**config.mk**
```make
export PLATFORM = sky130hd
export DESIGN_NAME = hdb3_encode_ctrl
export DESIGN_NICKNAME = d
export VERILOG_FILES = /design/src/rtl/hdb3_encode_ctrl.sv
export SDC_FILE = /design/constraint.sdc
export NUM_CORES = 1
export LEC_CHECK = 0
export ABC_CLOCK_PERIOD_IN_PS = 1200
export CAP_MARGIN = 20
export CORE_MARGIN = 2
export CORE_UTILIZATION = 45
export DETAILED_ROUTE_END_ITERATION = 8
export PLACE_DENSITY = 0.7
export SKIP_CTS_REPAIR_TIMING = 1
export SLEW_MARGIN = 20
export SYNTH_ARGS = -nofsm -noshare
export SYNTH_HDL_FRONTEND = slang
export SYNTH_SLANG_ARGS = --single-unit
```
**constraint.sdc**
```tcl
create_clock -name clk -period 1.2 [get_ports clk]
set_clock_uncertainty 0.15 [all_clocks]
set_input_delay 0.24 -clock clk [delete_from_list [all_inputs] [get_ports clk]]
set_output_delay 0.24 -clock clk [all_outputs]
set_load 0.005 [all_outputs]
```
**src/rtl/hdb3_encode_ctrl.sv**
```systemverilog
// HDB3 line-code encoder: delays the NRZ stream by N_ZERO strobes so each zero run can be
// rewritten as 000V / B00V before it reaches the alternate-mark-inversion output stage.
module hdb3_encode_ctrl #(
  parameter int unsigned N_ZERO = 4
) (
  input  logic clk,
  input  logic rst_n,
  input  logic din_valid,
  input  logic din,
  output logic P,
  output logic N,
  output logic dout_valid,
  output logic v_mark,
  output logic b_mark
);

  localparam int unsigned CntW = (N_ZERO > 1) ? $clog2(N_ZERO) : 1;
  localparam logic [CntW-1:0] CntLast = CntW'(N_ZERO - 1);

  typedef enum logic [1:0] {
    SymZero = 2'b00,
    SymOne  = 2'b01,
    SymV    = 2'b10,
    SymB    = 2'b11
  } sym_e;

  sym_e            sym_q [N_ZERO];
  sym_e            sym_d [N_ZERO];
  logic [CntW-1:0] zero_cnt_q, zero_cnt_d;
  logic            parity_q, parity_d;
  logic            last_pol_q, last_pol_d;
  sym_e            out_sym;
  logic            p_d, n_d, valid_d, v_d, b_d;

  always_comb begin
    sym_d      = sym_q;
    zero_cnt_d = zero_cnt_q;
    parity_d   = parity_q;
    last_pol_d = last_pol_q;
    out_sym    = SymZero;
    p_d        = 1'b0;
    n_d        = 1'b0;
    valid_d    = 1'b0;
    v_d        = 1'b0;
    b_d        = 1'b0;

    if (din_valid) begin
      out_sym = sym_q[N_ZERO-1];
      valid_d = 1'b1;
      for (int unsigned i = 1; i < N_ZERO; i++) begin
        sym_d[i] = sym_q[i-1];
      end

      if (din) begin
        sym_d[0]   = SymOne;
        zero_cnt_d = '0;
        parity_d   = ~parity_q;
      end else if (zero_cnt_q == CntLast) begin
        sym_d[0] = SymV;
        // Post-shift tail holds the first zero of the run, never the symbol being emitted.
        if (!parity_q) begin
          sym_d[N_ZERO-1] = SymB;
        end
        zero_cnt_d = '0;
        parity_d   = 1'b0;
      end else begin
        sym_d[0]   = SymZero;
        zero_cnt_d = zero_cnt_q + 1'b1;
      end

      unique case (out_sym)
        SymOne, SymB: begin
          p_d        = last_pol_q;
          n_d        = ~last_pol_q;
          last_pol_d = ~last_pol_q;
          b_d        = (out_sym == SymB);
        end
        SymV: begin
          p_d = ~last_pol_q;
          n_d = last_pol_q;
          v_d = 1'b1;
        end
        SymZero: begin
          p_d = 1'b0;
          n_d = 1'b0;
        end
      endcase
    end
  end

  always_ff @(posedge clk or negedge rst_n) begin
    if (!rst_n) begin
      for (int unsigned i = 0; i < N_ZERO; i++) begin
        sym_q[i] <= SymZero;
      end
      zero_cnt_q <= '0;
      parity_q   <= 1'b0;
      last_pol_q <= 1'b1;
      P          <= 1'b0;
      N          <= 1'b0;
      dout_valid <= 1'b0;
      v_mark     <= 1'b0;
      b_mark     <= 1'b0;
    end else begin
      sym_q      <= sym_d;
      zero_cnt_q <= zero_cnt_d;
      parity_q   <= parity_d;
      last_pol_q <= last_pol_d;
      P          <= p_d;
      N          <= n_d;
      dout_valid <= valid_d;
      v_mark     <= v_d;
      b_mark     <= b_d;
    end
  end

endmodule

```
Word-level counts from Yosys, hierarchy flattened
Index checks and enable logic that the tools add are counted.
{ "word_totals": {"register_bits": 17, "input_bits": 4, "output_inout_bits": 5, "wordCells": 42} }
{ "classes": {"addsub": 1, "n_eq_ne": 4, "n_mux": 18, "n_bitwise": 2, "n_reduce_logical": 5} }
{ "ops": {"columns": ["op", "n"], "rows": [
  ["$mux 2", 7],
  ["$mux 1", 9],
  ["$eq 2x2->1 const B", 3],
  ["$pmux 1 s3", 2],
  ["$reduce_and 2->1", 2],
  ["$add 2x1->2 const B", 1],
  ["$eq 2x1->1 const B", 1],
  ["$logic_not 2->1", 1],
  ["$not 1->1", 2],
  ["$reduce_bool 2->1", 1],
  ["$reduce_or 2->1", 1]
]} }

Logic depth before layout (Yosys ltp)
{ "logic_depth": {"depth_word": 4, "depth_mapped": 3, "depth_no_buf": 3} }

Worst setup path before layout
No wires, ideal clock.
{ "synth_path": {"path_type": "register to register", "from": "reg zero_cnt_q[0]", "to": "reg sym_q[0] (netlist bit)", "setup_time_ns": 0.082, "t_arrival_ns": 1.022, "required_ns": 0.968, "path_slack_ns": -0.054, "stages_incl_launch_ff": 4, "path_buffers": 0, "synth_period_minus_slack_ns": 1.254, "path_cell_list": "dfrtp_1 > ha_1 > or3b_1 > a31oi_1"} }
{ "synth_via": {"elab_chain_cells": 3} }
{ "synth_rtl": {"columns": ["item", "line_no", "source"], "rows": [
  ["from (decl)", "29", "logic [CntW-1:0] zero_cnt_q, zero_cnt_d;"],
  ["from (signal assigned)", "106", "zero_cnt_q <= zero_cnt_d;"],
  ["$eq 2x2->1", "58", "end else if (zero_cnt_q == CntLast) begin"],
  ["$mux 2", "58", null],
  ["$mux 2", "54", "if (din) begin"],
  ["to (signal, indexed assignment)", "94", "sym_q[i] <= SymZero;"],
  ["to (signal assigned)", "105", "sym_q <= sym_d;"],
  ["to (decl)", "27", "sym_e sym_q [N_ZERO];"]
]} }
Every way passes these cells.
A chain may end at the register's enable or synchronous reset.

Worst setup path after layout
{ "layout_path": {"from": "reg zero_cnt_q[0]", "to": "reg sym_q[1] (netlist bit)"} }
The elaborated chain is that of the path after synthesis.

==> impl_results.md <==
* Status: finished, violations left
* Violated checks: negative setup slack
* Routed wire length per instance at 11.63 microns
* Hold WS at 84.02 ps
* Critical Path Sink Type: flop
* Commonest non-fill, non-tap cell in the layout: dfrtp_1
* HP Class: in2async
* DRC at 0
* Starting DRT DRC Count at 6
* Vias at 440
* Fmax at 0.7702 GHz
* Clock latency on the worst-skew pair at 290 ps
* Root Buffer: clkbuf_4
* Final setup vio count at 3
* Seq/Total Area, Yosys at 0.6350
* Port Buffers at 8
* Combinational power share at 0.173
* FF-to-FF path depth at 3
* CP cell instances: ha_1 -> or3b_4 -> a31oi_1
* Yosys reg bits at 17
* Final Critical Period at 1298 ps
* Num ports at 9
* RSZ-0062 raised after global routing: true
* Pre-CTS WS at -324.8 ps
* Crit Path Max Fanout at 2
* DR pass1 iterations at 2
* Crit share post-route at 1.082
* Net switching power at 312.9 uW
* Placed inst area at 828.3 sq um
* Avg Inst Size Synth at 11.79 sq um
* Mapped Nets at just over 60
* Cell depth of the worst setup path at 3
* Final ANT Viol Nets at 0
* Die area at 0.001818 sq mm
* Clk slew on worst S/H paths at about 100 ps
* Cells after Synth at 57
* Largest net degree at the start of global routing at 13
* Max_cap viols at 0
* GRT overflow at 0
* Synth Cell Area at roughly 670 sq um
* Clock Power Share at 0.246
* Initial antenna violation count at 0
* Total CTS buffers at 3
* Crit-path max cell delay at 380 ps
* Crit Path Class: reg2reg
* Most frequent cells in the layout: dfrtp_1, buf_4, nand2_1, inv_1, clkbuf_2
* First-pass GRT wire length at roughly 1.8 mm
* Cell area after layout at 834.6 sq um
* Internal at 911.7 uW
* Bufs on Longest Clock Path at 2
* Total GRT Usage at 0.1404
* Core Region at 0.001350 sq mm
* Post-DP HPWL at 776.9 microns
* Net count, final at 82
* Clock sink total at 17
* Layout area overhead at 24.21%
* Worst EP arrival at roughly 1400 ps
* Maximum vdd drop at 835.5 uV
* Layout cells sized above 1 at 0.2895
* Row count at 13
* Layout filler cell count at roughly 110
* Startpoint types: flop
* Vias per cell at about 4.8
* Sw frac at 0.2555
* CTS tree: built
* ANT cells at 0
* Vias in the first global route at 411
* Netlist cell types at 21
* Routed wire length at 1.058 mm
* Buf/Inv on CP at 0
* Chip width at between 40 and 50 microns
* PwrDens at 1467 mW/mm^2
* Leak at 0.4179 nW
* Crit-path slowest cell: or3b_4
* Final WS setup at -98.34 ps
* Placer Congestion at 0.6862
* CP top delay family: simple AND/OR/NAND/NOR gates
* Critical Path RT at ~1300 ps
* Flop pwr share at 0.582
* Hold Fails Final Rpt at 0
* Die H at 42.64 microns
* Measured slew at the worst slew-check pin at 210.9 ps
* Fin. max-slew vios at 0
* Worst slew margin at 0.8592
* H-tree levels at 1
* Yosys warning count at 0
* Starting Density at 0.4977
-- stage by stage --
step                TNS (ps)  std cells  total power [mW]    util
finish                -229.8         91             1.225  0.6182
global route          -425.5         91             1.290  0.6182
CTS                    -1814         91             1.258  0.6330
detailed placement     -3724         87            0.9583  0.6135
global placement       -3616         87            0.9477  0.6135
floorplan             -107.5         57            0.8310       -
-- flip-flops by register name, indices dropped and copies added (netlist names) --
name and count:
P 1, parity_q 1, v_mark 1, zero_cnt_q 2, N 1, last_pol_q 1, b_mark 1, dout_valid 1
sym_q 8
-- worst paths after layout --
| path | endpoint | slack, ps | start |
|---|---|---|---|
| max | sym_q[1] | -100 | zero_cnt_q[0] |
| min | P | 80 | rst_n |
| max reg2reg | sym_q[1] | -100 | zero_cnt_q[0] |
| min reg2reg | parity_q | 330 | parity_q |
| max in group asynchronous | sym_q[1] | 620 | rst_n |
| min in group clk | sym_q[2] | 150 | din_valid |
-- layout make-up --
cell class / instances / area [sq um] / share of cell area
Multi-Input combinational cell: 32 / 215.2 / 0.2579
Timing Repair Buffer: 17 / 125.1 / 0.1499
Clock buffer: 4 / 26.28 / 0.03148
Tap cell: 15 / 18.77 / 0.02249
Sequential cell: 17 / 426.7 / 0.5112
Inverter: 6 / 22.52 / 0.02699
-- power by group through the flow --
stage	clock network, mW	logic, mW	registers (mW)
6_report	0.301	0.212	0.712
5_1_grt	0.329	0.238	0.723
4_1_cts	0.311	0.235	0.712
3_5_place_dp	0	0.235	0.724
3_3_place_gp	0	0.227	0.721
2_1_floorplan	0	0.108	0.723
-- metal layers --
metal  wire length (microns)  global-route usage  vias to the layer above
met5                       0                   0                        -
met3                      46             0.02586                        4
met2                     468              0.2000                       10
met4                      51              0.1500                        0
met1                     491              0.1671                      202
li1                        -                   -                      224
-- synthesized netlist by cell type --
| cell | instances | share of area |
|---|---|---|
| dfrtp_1 | 16 | 0.60 |
| inv_1 | 6 | 0.034 |
| nand2_1 | 6 | 0.034 |
| o21ai_0 | 4 | 0.030 |
| nor2_1 | 3 | 0.017 |
| a31oi_1 | 2 | 0.019 |
| buf_2 | 2 | 0.015 |
| mux2_2 | 2 | 0.034 |
| mux2i_1 | 2 | 0.030 |
| nand3b_1 | 2 | 0.022 |
| or3b_1 | 2 | 0.026 |
| a21boi_0 | 1 | 0.011 |
| a21boi_1 | 1 | 0.011 |
| and3_1 | 1 | 0.0093 |
| dfstp_2 | 1 | 0.039 |
| ha_1 | 1 | 0.019 |
| nand2b_1 | 1 | 0.0093 |
| nand2b_2 | 1 | 0.013 |
| o21a_1 | 1 | 0.011 |
| o22ai_1 | 1 | 0.0093 |
| xnor2_1 | 1 | 0.013 |
-- kinds of logic (layout without fill, tap and decap cells) --
logic type,Yosys count,after routing,share of synthesized area
xor gates and xnor gates,1,1,0.01304
and+or+nand+nor,16,16,0.1304
DFF,17,17,0.6350
buffers and inverters,8,27,0.04842
adders and majority gates,1,1,0.01862
muxes,4,4,0.06331
AOI/OAI and AO/OA,10,10,0.09126
No activity file was read; power rests on OpenSTA's default activity.
==> RTL edit 1, RTL diff (config.mk and constraints unchanged) <==
Remove the register `dout_valid`: a continuous assignment takes its place, so the output `dout_valid` follows one clock earlier.
--- a/src/rtl/hdb3_encode_ctrl.sv
+++ b/src/rtl/hdb3_encode_ctrl.sv
@@ -98,7 +98,6 @@
       last_pol_q <= 1'b1;
       P          <= 1'b0;
       N          <= 1'b0;
-      dout_valid <= 1'b0;
       v_mark     <= 1'b0;
       b_mark     <= 1'b0;
     end else begin
@@ -108,11 +107,12 @@
       last_pol_q <= last_pol_d;
       P          <= p_d;
       N          <= n_d;
-      dout_valid <= valid_d;
       v_mark     <= v_d;
       b_mark     <= b_d;
     end
   end
 
+  assign dout_valid = valid_d;
+
 endmodule
 
Behaviour: not the same (a bounded check fails within 4 cycles, from zero or initial values and one cycle with rst_n low).
==> RTL edit 1 against the unedited design <==
Power grew 1.1%. Via count grew 1.4%. Non-clock buffer count stayed put. Routed wire length up 0.57%. Sequential cell count decreased by 1. Design area is 2.4% higher. The run still ends with setup timing left. Hold slack worse by 0.059 ns. Critical path depth stayed put. Global-route usage down 1.3 points. Synthesized area is 2.6% lower. Worst setup slack lost 0.010 ns.
==> RTL edit 1: results (changes against the unedited design) <==
[clock_network]
clkLatencyLatePin_ns = 0.27  ; was 0.29 ns
clockBufferDepth = 2  ; unchanged
clk_pin_slew_ns = 0.09
numCtsBuffers = 3  ; unchanged

[synthesis]
ys_seq_area_share_pct = 61.4  ; was 63.5%
synth_commonest_cells = 15 x dfrtp_1, 6 x inv_1, 6 x nand2_1, 4 x o21ai_0, 3 x nor2_1  ; was 16 x dfrtp_1, 6 x inv_1, 6 x nand2_1, 4 x o21ai_0, 3 x nor2_1
ys_warn_count = 0  ; unchanged
syn_avg_cell_area_sq_um = 11.5  ; was 11.8 sq um
ys_types = 22  ; was 21
synthTopCellsByArea = dfrtp_1 57%, dfstp_2 4.0%, inv_1 3.4%, mux2_2 3.4%, nand2_1 3.4%  ; was dfrtp_1 60%, dfstp_2 3.9%, inv_1 3.4%, mux2_2 3.4%, nand2_1 3.4%

[routing]
dr.pass1.iters = 4  ; was 2
vias = 446  ; was 440
drt_iter0_drc = 8  ; was 6
routed_wl_microns = 1060  ; about the same

[grt]
antenna_found_initial = 0  ; unchanged
first_global_vias = 381  ; was 411
grt_max_degree = 24  ; was 13
grt_usage_pct = 12.8  ; was 14.0%
grt_pass1_wl_microns = 1600  ; was 1750 microns

[placed_design]
gp_congestion = 0.670  ; was 0.686
dpl.cell_count = 85  ; was 87
post-place-ws_ns = -0.400  ; was -0.325 ns
dp_hpwl_microns = 722  ; was 777 microns
dpl_cell_area_sq_um = 796  ; was 828 sq um

[run_status]
violations = setup timing  ; unchanged
status = finished, violations left  ; unchanged

[layout]
final_layout_size_suffix_gt1_share_pct = 30.7  ; was 28.9%
layoutNonFillerInstCount = 90  ; was 91
fin_nets = 81  ; was 82

[pwr]
ir_drop_uv = 796  ; was 835 uV
switching_share_pct = 24.0  ; was 25.5%
p_leak_uw = 0.000429  ; was 0.000418 uW

[timing]
setup_ws_ns = -0.109  ; was -0.0983 ns
tightest_slew_ns = 0.249  ; was 0.211 ns
setup_viol = 3  ; unchanged

[worst_setup_path]
timing.rr.end = sym_q[0]  ; was sym_q[1]
crit_fanout = 2  ; unchanged

==> RTL edit 1: cell count changes after synthesis <==
cell / unedited run / this run
dfrtp_1: 16 / 15
buf_4: 0 / 1
==> RTL edit 1: per-stage QoR <==
stage	TNS (ns)	hold WS (ns)	total power, uW
after detailed placement	-3.92	0.319	915
after CTS	-2.10	0.0224	1260
final	-0.230	0.0255	1240
after global placement	-3.68	0.309	906
after floorplan	-0.107	-0.206	797
after global routing	-0.394	0.0244	1320
==> RTL edit 1: area by class of cell <==
type	count	area [sq um]
well taps	15	18.8
fillers	121	479
inverters	6	22.5
flip-flops and latches	16	402
repair buffers	17	158
clock buffers	4	36.3
multi-input cells	32	218
==> RTL edit 1: routing by layer <==
metal	share of wire [%]	track usage (%)	vias up
met3	4.8	7.76	2
met1	45	15.2	213
li1	-	-	222
met4	0.75	5.63	0
met2	49	18.4	9
met5	0	0	-
==> RTL edit 1: power groups by stage <==
stage | clock network [uW] | logic (uW) | registers (uW)
2_1_floorplan | 0 | 111 | 686
3_3_place_gp | 0 | 224 | 682
3_5_place_dp | 0 | 229 | 686
4_1_cts | 359 | 231 | 675
5_1_grt | 388 | 247 | 686
6_report | 341 | 222 | 675
==> RTL edit 1: critical path, cell delays in order (launching register included) <==
cell and delay, ns:
dfrtp_1 0.36, ha_2 0.18, or3b_4 0.38, a31oi_1 0.16
==> RTL edit 1: logic make-up after synthesis <==
logic type      count (synthesis)  share of synthesized area (%)
compound gates                 10                           9.37
xor+xnor                        1                           1.34
fa+ha+maj                       1                           1.91
buf+inv                         9                           6.12
flops                          16                           61.4
mux                             4                           6.50
simple gates                   16                           13.4
==> RTL edit 2, RTL diff (config.mk and constraints unchanged) <==
Without the edit above. The parameter `N_ZERO` goes from 4 to 8.
--- a/src/rtl/hdb3_encode_ctrl.sv
+++ b/src/rtl/hdb3_encode_ctrl.sv
@@ -1,7 +1,7 @@
 // HDB3 line-code encoder: delays the NRZ stream by N_ZERO strobes so each zero run can be
 // rewritten as 000V / B00V before it reaches the alternate-mark-inversion output stage.
 module hdb3_encode_ctrl #(
-  parameter int unsigned N_ZERO = 4
+  parameter int unsigned N_ZERO = 8
 ) (
   input  logic clk,
   input  logic rst_n,
Formal check against the unedited RTL: not equivalent (Yosys sat finds a counterexample within 10 cycles, from zero or initial values and one cycle with rst_n low).
==> RTL edit 2 against the unedited design <==
The flow still finishes with violations (setup timing). Worst setup slack lost 0.15 ns. Critical endpoint unchanged. Critical path type unchanged. Utilization shrank 4.4 points. Power grew 44%. Routed wire length grew 45%. Final cell count grew 40%. Design area grew 51%. Global-route usage shrank 0.31 points. Synthesized area grew 55%. Via count grew 44%. Sequential cell count grew 9. Sequential share of layout area grew 0.72 points. Critical path depth grew 1.
==> RTL edit 2: results (changes against the unedited design) <==
[synthesis]
synth_commonest_cells = 25 x dfrtp_1, 11 x mux2_2, 6 x nand2_1, 5 x inv_1  ; was 16 x dfrtp_1, 6 x inv_1, 6 x nand2_1, 4 x o21ai_0, 3 x nor2_1
ys_seq_area_share_pct = 62.7  ; was 63.5%
syn_avg_cell_area_sq_um = 12.8  ; was 11.8 sq um
async_flop_share_pct = 100  ; unchanged

[run_status]
violations = setup timing  ; unchanged
status = finished, violations left  ; unchanged

[layout]
n_fill_cell = 191  ; was 109
final_layout_size_suffix_gt1_share_pct = 35.4  ; was 28.9%
top_regs = sym_q x16, zero_cnt_q x3  ; was sym_q x8, zero_cnt_q x2

[timing]
setup_viol = 7  ; was 3
fin_setup_tns_ns = -1.17  ; was -0.230 ns
tightest_slew_ns = 0.181  ; was 0.211 ns
setup_ws_ns = -0.249  ; was -0.0983 ns

[worst_setup_path]
path_delay_family = flip-flops  ; was simple AND/OR/NAND/NOR gates
cp_data_arrival_time_ns = 1.54  ; was 1.36 ns
cpMaxStageDelayCell = dfrtp_1  ; was or3b_4

[grt]
gr-usage-met3_pct = 4.31  ; was 2.59%
met1_usage_pct = 16.2  ; was 16.7%
grt_use_met2_pct = 23.2  ; was 20.0%
grt_usage_pct = 13.7  ; was 14.0%
grt_max_degree = 19  ; was 13
first_global_vias = 621  ; was 411

[pwr]
p_leak_uw = 0.000589  ; was 0.000418 uW
ir_drop_uv = 1040  ; was 835 uV

[die]
coreArea_sq_um = 2190  ; was 1350 sq um

[routing]
dr.pass1.iters = 4  ; was 2
drt_iter0_drc = 2  ; was 6
routed_wl_microns = 1530  ; was 1060 microns

[placed_design]
gp_congestion = 0.648  ; was 0.686
dpl_cell_area_sq_um = 1230  ; was 828 sq um
post-place-ws_ns = -0.321  ; was -0.325 ns
dp_hpwl_microns = 1120  ; was 777 microns
dpl.cell_count = 122  ; was 87

[clock_network]
clkLatencyLatePin_ns = 0.32  ; was 0.29 ns
clk_pin_slew_ns = 0.14  ; was 0.10 ns

-- RTL edit 2: cell types whose count changed after synthesis, sizes merged, moves of 2 or more --
cell    before  now
o21ai        4    6
mux2         2   11
a21boi       2    0
ha           1    3
dfrtp       16   25
mux2i        2    0
buf          2    4
nand2b       2    4
-- RTL edit 2: area by class of cell --
type                            instances  area [sq um]  area share, %
Multi-Input combinational cell         46           370           29.5
Clock buffer                            4          26.3           2.09
Sequential cell                        26           652           51.8
Tap cell                               28          35.0           2.79
Timing Repair Buffer                   18           155           12.3
Inverter                                5          18.8           1.49
-- RTL edit 2: metal layers --
metal / routed length (microns) / part of all wire [%]
met5: 0 / 0
met4: 22 / 1.4
met3: 67 / 4.4
met2: 738 / 48
met1: 702 / 46
-- RTL edit 2: final timing paths --
kind	end	start	cells after the start
min reg2reg	parity_q	parity_q	1
min in group clk	parity_q	parity_q	1
max	sym_q[1]	zero_cnt_q[0]	4
min	zero_cnt_q[0]	rst_n	2
max reg2reg	sym_q[1]	zero_cnt_q[0]	4
max in group asynchronous	sym_q[7]	rst_n	2
-- RTL edit 2: cells by family (layout without fill, tap and decap cells) --
kind of cell / Yosys count / after routing / synth area share, %
multiplexers: 11 / 11 / 11.9
AO/OA/AOI/OAI: 12 / 12 / 6.38
XOR/XNOR: 1 / 1 / 0.843
buffers and inverters: 9 / 27 / 4.93
AND/OR/NAND/NOR: 19 / 19 / 9.63
adder cells (fa/ha/maj): 3 / 3 / 3.61
flip-flops: 26 / 26 / 62.7
-- RTL edit 2: report_power, final --
group / leakage, uW / internal (uW) / switching (uW) / total (uW)
clock: 0.0000150 / 130 / 242 / 372
sequential: 0.000332 / 1010 / 87.4 / 1100
combinational: 0.000242 / 173 / 122 / 294
total: 0.000589 / 1320 / 451 / 1770
